<file path="src/rtl/passthrough_arbiter.sv">
`timescale 1ns/1ps
// passthrough_arbiter
// Round-robin arbiter that funnels NREQ valid/ready requesters into one
// registered output stage. The output register is the only storage; the
// grant decision is combinational from req_valid and the rotating pointer.
//
// Optional feature macro: PASSTHRU_ARB_LOCK_EN
//   When defined, a req_lock port lets the current winner keep exclusive
//   ownership of the channel across several words.
module passthrough_arbiter #(
    parameter int NREQ = 4,
    parameter int DW   = 8,
    parameter int IDW  = $clog2(NREQ)
) (
    input  logic               clk,
    input  logic               reset,
    input  logic [NREQ-1:0]    req_valid,
    input  logic [NREQ*DW-1:0] req_data,
    output logic [NREQ-1:0]    req_ready,
`ifdef PASSTHRU_ARB_LOCK_EN
    input  logic [NREQ-1:0]    req_lock,
`endif
    output logic               out_valid,
    output logic [DW-1:0]      out_data,
    input  logic               out_ready,
    output logic [IDW-1:0]     grant_id
);

    // Channel occupancy: the output register is either empty or holds a word.
    localparam logic [0:0] ST_EMPTY = 1'b0;
    localparam logic [0:0] ST_FULL  = 1'b1;

    logic [0:0]     state_q,    state_d;
    logic [DW-1:0]  out_data_q, out_data_d;
    logic [IDW-1:0] grant_id_q, grant_id_d;
    logic [IDW-1:0] ptr_q,      ptr_d;
`ifdef PASSTHRU_ARB_LOCK_EN
    logic           lock_q,     lock_d;
    logic [IDW-1:0] owner_q,    owner_d;
`endif

    logic           ld;
    logic           found;
    logic [IDW-1:0] win;
    logic [IDW-1:0] win_inc;
    logic [DW-1:0]  req_word [NREQ];

    // Unpack the flat data bus so the winner's word is a simple array select.
    generate
        for (genvar gi = 0; gi < NREQ; gi++) begin : g_unpack
            assign req_word[gi] = req_data[gi*DW +: DW];
        end
    endgenerate

    // The register can accept a new word when empty or when it drains this cycle.
    assign ld = (state_q == ST_EMPTY) || out_ready;

    // Pointer that follows the winner, wrapping back to requester 0.
    assign win_inc = (win == IDW'(NREQ-1)) ? '0 : (win + IDW'(1));

    // Winner search: first valid index scanning upward from ptr, modulo NREQ.
    always_comb begin
        int             idx;
        logic [IDW-1:0] idx_b;
        found = 1'b0;
        win   = '0;
        idx   = 0;
        idx_b = '0;
        for (int k = 0; k < NREQ; k++) begin
            idx = int'(ptr_q) + k;
            if (idx >= NREQ) begin
                idx = idx - NREQ;
            end
            idx_b = IDW'(idx);
            if (!found && req_valid[idx_b]) begin
                found = 1'b1;
                win   = idx_b;
            end
        end
`ifdef PASSTHRU_ARB_LOCK_EN
        // A locked channel is reserved for its owner even when idle.
        if (lock_q) begin
            found = req_valid[owner_q];
            win   = owner_q;
        end
`endif
    end

    // One-hot ready toward the winner; held low while reset is asserted.
    generate
        for (genvar gi = 0; gi < NREQ; gi++) begin : g_ready
            assign req_ready[gi] = !reset && ld && found && (win == IDW'(gi));
        end
    endgenerate

    // Next-state for the output register, pointer and lock ownership.
    always_comb begin
        state_d    = state_q;
        out_data_d = out_data_q;
        grant_id_d = grant_id_q;
        ptr_d      = ptr_q;
`ifdef PASSTHRU_ARB_LOCK_EN
        lock_d     = lock_q;
        owner_d    = owner_q;
`endif
        if (ld) begin
            if (found) begin
                state_d    = ST_FULL;
                out_data_d = req_word[win];
                grant_id_d = win;
                ptr_d      = win_inc;
`ifdef PASSTHRU_ARB_LOCK_EN
                if (req_lock[win]) begin
                    // Holding ownership: the pointer stays put until release.
                    lock_d  = 1'b1;
                    owner_d = win;
                    ptr_d   = ptr_q;
                end else begin
                    lock_d  = 1'b0;
                end
`endif
            end else begin
                // Drained with nobody waiting; data and id keep their last values.
                state_d = ST_EMPTY;
            end
        end
    end

    // State registers, cleared immediately by reset so a held word is dropped.
    always_ff @(posedge clk or posedge reset) begin
        if (reset) begin
            state_q    <= ST_EMPTY;
            out_data_q <= '0;
            grant_id_q <= '0;
            ptr_q      <= '0;
`ifdef PASSTHRU_ARB_LOCK_EN
            lock_q     <= 1'b0;
            owner_q    <= '0;
`endif
        end else begin
            state_q    <= state_d;
            out_data_q <= out_data_d;
            grant_id_q <= grant_id_d;
            ptr_q      <= ptr_d;
`ifdef PASSTHRU_ARB_LOCK_EN
            lock_q     <= lock_d;
            owner_q    <= owner_d;
`endif
        end
    end

    assign out_valid = (state_q == ST_FULL);
    assign out_data  = out_data_q;
    assign grant_id  = grant_id_q;

endmodule

</file>
<file path="config.mk">
export PLATFORM = sky130hd
export DESIGN_NAME = passthrough_arbiter
export DESIGN_NICKNAME = d
export VERILOG_FILES = /design/src/rtl/passthrough_arbiter.sv
export SDC_FILE = /design/constraint.sdc
export NUM_CORES = 1
export LEC_CHECK = 0
export CAP_MARGIN = 20
export CORE_MARGIN = 2
export CORE_UTILIZATION = 37
export CTS_CLUSTER_SIZE = 20
export DETAILED_ROUTE_END_ITERATION = 8
export GPL_TIMING_DRIVEN = 0
export PLACE_DENSITY = 0.8
export SLEW_MARGIN = 30
export SYNTH_ARGS = -nofsm -noshare
export SYNTH_HDL_FRONTEND = slang
export SYNTH_SLANG_ARGS = --single-unit
</file>
<file path="constraint.sdc">
create_clock -name clk -period 2.6 [get_ports clk]
set_clock_uncertainty 0.15 [all_clocks]
set_input_delay 0.65 -clock clk [delete_from_list [all_inputs] [get_ports clk]]
set_output_delay 0.65 -clock clk [all_outputs]
set_load 0.02 [all_outputs]
</file>
Word level (Yosys, flattened, before mapping). Cells that the tools add are included.

Register bits after elaboration: 13. Output and inout port bits: 15. Word-level logic and storage cells: 67.

$add $sub $neg: 8. Magnitude comparators: 9. Equality and inequality tests: 3. Muxes and demuxes: 25. Bitwise logic cells: 2. Reduce and logical (&&, ||, !) cells: 16.

Operators with widths (count): 2-bit 2-to-1 mux (9); 8-bit binary-select mux with 2-bit select (1); 8-bit 2-to-1 mux (2); 3-bit >= comparator (second input constant) (4); 2-bit by 3-bit less-than comparator with 1-bit output (second input constant) (4); 1-bit logical AND (9); 1-bit 2-to-1 mux (9); 1-bit binary-select mux with 2-bit select (4); 2-bit by 1-bit subtractor with 2-bit output (second input constant) (4); 2-bit by 2-bit adder with 3-bit output (second input constant) (2); 2-bit equality test (second input constant) (2); 1-bit zero test (4); 2-bit by 1-bit adder with 3-bit output (second input constant) (1); 2-bit by 3-bit >= comparator with 1-bit output (second input constant) (1); 2-bit inverter with 3-bit output (1); 2-bit by 1-bit adder with 2-bit output (second input constant) (1); 2-bit by 1-bit equality test with 1-bit output (second input constant) (1); 2-bit zero test (1); 2-bit AND reduction (1); 1-bit logical OR (1); 1-bit inverter (1).

Depth between registers and ports, before layout.
Word-level depth: 18. Gate-level depth with buffers: 7. Gate-level depth less buffers: 5.

Worst setup path after synthesis. Ideal clock, no wire load.

Path type: input-to-output. Start: in req_valid[2]. End: out req_ready[0]. Arrival: 1898 ps. Data required time: 1800 ps. Path slack: -98 ps. Stages: 5. Cell sequence: inv_1 > o32a_2 > and2_4 > buf_6 > nor3_1.

Word-level cells in the longest chain between the ends: 14.

Ends and longest elaborated chain: from (decl) (RTL line 17) `input logic [NREQ-1:0] req_valid,`; 1-bit binary-select mux with 2-bit select (RTL line 75) `if (!found && req_valid[idx_b]) begin`; 1-bit 2-to-1 mux (not written as such) (RTL line 75); 1-bit 2-to-1 mux (RTL line 75); 1-bit zero test (RTL line 75); 1-bit logical AND (RTL line 75); 1-bit 2-to-1 mux (RTL line 75); 1-bit zero test (RTL line 75); 1-bit logical AND (RTL line 75); 1-bit 2-to-1 mux (RTL line 75); 1-bit zero test (RTL line 75); 1-bit logical AND (RTL line 75); 2-bit 2-to-1 mux / 1-bit 2-to-1 mux (equally long branches) (RTL line 75); 2-bit zero test / 1-bit logical AND (equally long branches) (RTL line 92) `assign req_ready[gi] = !reset && ld && found && (win == IDW'(gi));`; 1-bit logical AND (*) (RTL line 92); to (decl) (RTL line 19) `output logic [NREQ-1:0] req_ready,`.

Mark *: on every way between the ends. The rest lies on a longest branch, timed or not. The select of a mux whose other input is x is not followed.

Worst setup path after layout.
Start: in req_valid[2]. End: out req_ready[2].

Word-level cells in the longest chain between the ends: 14.

Ends and longest elaborated chain (RTL line): 1-bit binary-select mux with 2-bit select (75); 1-bit 2-to-1 mux (not written as such) (75); 1-bit 2-to-1 mux (75); 1-bit zero test (75); 1-bit logical AND (75); 1-bit 2-to-1 mux (75); 1-bit zero test (75); 1-bit logical AND (75); 1-bit 2-to-1 mux (75); 1-bit zero test (75); 1-bit logical AND (75); 2-bit 2-to-1 mux / 1-bit 2-to-1 mux (equally long branches) (75); 2-bit equality test / 1-bit logical AND (equally long branches) (92); 1-bit logical AND (*) (92).

Marked as above.

==> impl_metrics.json <==
{
  "min_path_cells": 1,
  "routed_via_density": 5.30,
  "p_int_mw": 0.698,
  "numCtsBuffers": 3,
  "r2r_end": "out_data[2]$_DFFE_PP0P_",
  "cts_root_buffer": "clkbuf_4",
  "rr_startpoint": "ptr_q[1]$_DFFE_PP0P_",
  "instances_no_fill": 187,
  "required_ps": 1800,
  "synth.area.top_cells": "dfrtp_1, a211oi_1, mux2i_1",
  "clk_pin_slew_ps": 80,
  "drt-pass1-iter-count": 4,
  "coreArea_sq_um": 2250,
  "yosysSeqAreaShare_pct": 36.1,
  "holdWs_ps": 359,
  "drive_above_1_share_pct": 29.6,
  "slowest_stage": "or3b_4",
  "max_slew_margin_pct": 66.0,
  "cts_max_level": 1,
  "postSynthCellCount": 94,
  "ys_warn_count": 0,
  "hold_path.class": "register to register",
  "overflow": 0,
  "ir_drop_v": 0.000395,
  "reg2reg_slack_ps": 620,
  "slowest_delay_ps": 420,
  "rsz0062_at_grt": "yes",
  "place_ws_ps": -1090,
  "p_clk_share_pct": 11.2,
  "cp.arrival_ps": 1830,
  "min-delay-start": "grant_id[0]$_DFFE_PP0P_",
  "path_max_fanout": 5,
  "outcome": "finished with violations",
  "fillCellCount": 178,
  "setup_violations": 2,
  "first_global_vias": 923,
  "drc": 0,
  "maxCapViolations": 0,
  "wl_mm": 2.90,
  "cp_cell_sequence": "buf_8 > nor2b_4 > a311oi_4 > or3b_4 > buf_6 > nor3_4 > buf_6",
  "dp.final_hpwl_mm": 2.00,
  "netlist_area_sq_um": 901,
  "end_kind": "output port",
  "grt_start_max_net_pins": 14,
  "synthDistinctLibCells": 30,
  "slew_viol_final": 0,
  "clk_latency_ps": 280,
  "die_x_microns": 53.3,
  "pwr-share-comb_pct": 60.3,
  "violations": "negative setup slack",
  "min_period_ps": 2630,
  "cts_tree": "yes",
  "placed_cell_area_sq_um": 1470,
  "clk_path_buf_depth": 2,
  "syn_to_final_growth_pct": 84.0,
  "seq_power_share_pct": 28.5,
  "nNetsFinal": 199,
  "ff_latch_area_sq_um": 328,
  "fmax_mhz": 380,
  "worst_pin_slew_ps": 509,
  "stdcell_area_sq_um": 1660,
  "dp.cells": 175,
  "leakage_nw": 0.685,
  "setup_slack_ps": -28.4,
  "worst_hold_path.endpoint": "grant_id[0]$_DFFE_PP0P_",
  "rr_worst_depth": 7,
  "p_switching_mw": 0.452,
  "worst-path-stages": 7,
  "worst-setup-path-type": "input port to output port",
  "grt_use_total_pct": 19.6,
  "gp_congestion": 0.746,
  "cpMostUsedCell": "buf_6",
  "placement.io_buffers": 53,
  "num_vias": 992,
  "synth_nets": 133,
  "cp-start-kind": "input port",
  "ios": 54,
  "std_cell_rows": 17,
  "final_cell_mix": "clkdlybuf4s50_1, a211oi_1, buf_4",
  "switching_share_pct": 39.3,
  "dieArea_sq_um": 2850,
  "ant_nets": 0,
  "layout_commonest_cell": "clkdlybuf4s50_1",
  "hold_viol_final": 0,
  "syn_avg_cell_area_sq_um": 9.58,
  "cts_sinks": 13,
  "power_density_nw_per_um2": 694,
  "ys_ff_latch": 13,
  "die-height_microns": 53.3,
  "first_iter_violations": 2,
  "n_antenna_cell": 0,
  "routedWlPerCell_microns": 15.5,
  "initial_core_util_pct": 40.0,
  "multi_input_area_sq_um": 602,
  "fin_crit_sh_pct": 101,
  "synth_top_area_share_pct": 36.1,
  "crit_family": "simple AND/OR/NAND/NOR gates",
  "crit_buf_inv": 3,
  "grt_pass1_wl_mm": 4.02,
  "antenna_found_initial": 0,
  "synth_top_area_cell": "dfrtp_1"
}
[kinds of logic after synthesis]
group / share of synthesized area [%]
AOI/OAI and AO/OA: 28.2
xor gates and xnor gates: 0.972
buffers and inverters: 8.61
DFF: 36.1
muxes: 11.3
and+or+nand+nor: 14.9
[how the worst max path moves through the flow]
stage / to / slack [ps] / from
2_1_floorplan: req_ready[0] / -100 / req_valid[2]
3_3_place_gp: req_ready[2] / -1050 / req_valid[2]
3_5_place_dp: req_ready[0] / -1090 / req_valid[2]
4_1_cts: req_ready[3] / 7 / req_valid[0]
5_1_grt: req_ready[2] / -90 / ptr_q[1]$_DFFE_PP0P_
6_report: req_ready[2] / -30 / req_valid[2]
[flip-flops by register name, indices dropped and copies added, names as in the netlist]
register	cells
out_data	8
grant_id	2
ptr_q	2
out_valid	1
[power groups by stage]
stage          sequential [mW]  combinational [mW]  clock [mW]
6_report                 0.328               0.694       0.128
5_1_grt                  0.338               0.736       0.141
4_1_cts                  0.320               0.641       0.128
3_5_place_dp             0.322               0.594           0
3_3_place_gp             0.319               0.585           0
2_1_floorplan            0.390               0.277           0
[per-layer routing]
metal	global-route usage, %	wire [microns]	vias up
met2	35.8	1450	49
met1	23.0	1130	457
met3	3.95	260	8
li1	-	-	478
met5	0	0	-
met4	5.13	58	0
[synth_stat cells (all sizes together)]
cell,n
nor3,4
o21ai,3
nor4,1
a211oi,16
or3b,1
nor2b,1
nand2b,1
a21oi,4
inv,7
mux2i,9
clkbuf,1
mux2,1
buf,4
a21boi,9
o32a,1
dfrtp,13
nand2,2
or2,2
a311oi,1
and2,2
xnor2,1
nor2,10
[final cells by class]
class                           count  share of cell area [%]
Timing Repair Buffer               62                    35.7
Sequential cell                    13                    19.8
Inverter                            7                    1.74
Multi-Input combinational cell     69                    36.3
Clock buffer                        4                    1.58
Buffer                              4                    2.79
Tap cell                           28                    2.11
[repair_timing]
item	CTS	global route
hold endpoints to repair	0	0
resized for setup	57	22
hold buffers	0	0
pin swaps	4	5
setup endpoints to repair	4	4
setup buffers	7	2
[metrics by stage]
step / setup TNS, ps / utilization (%) / total power, mW
6_report: -30.5 / 73.5 / 1.15
3_5_place_dp: -4820 / 65.3 / 0.916
3_3_place_gp: -4370 / 65.3 / 0.904
4_1_cts: 0 / 69.6 / 1.09
2_1_floorplan: -197 / - / 0.668
5_1_grt: -194 / 73.5 / 1.21
No activity file was read; power rests on OpenSTA's default activity.
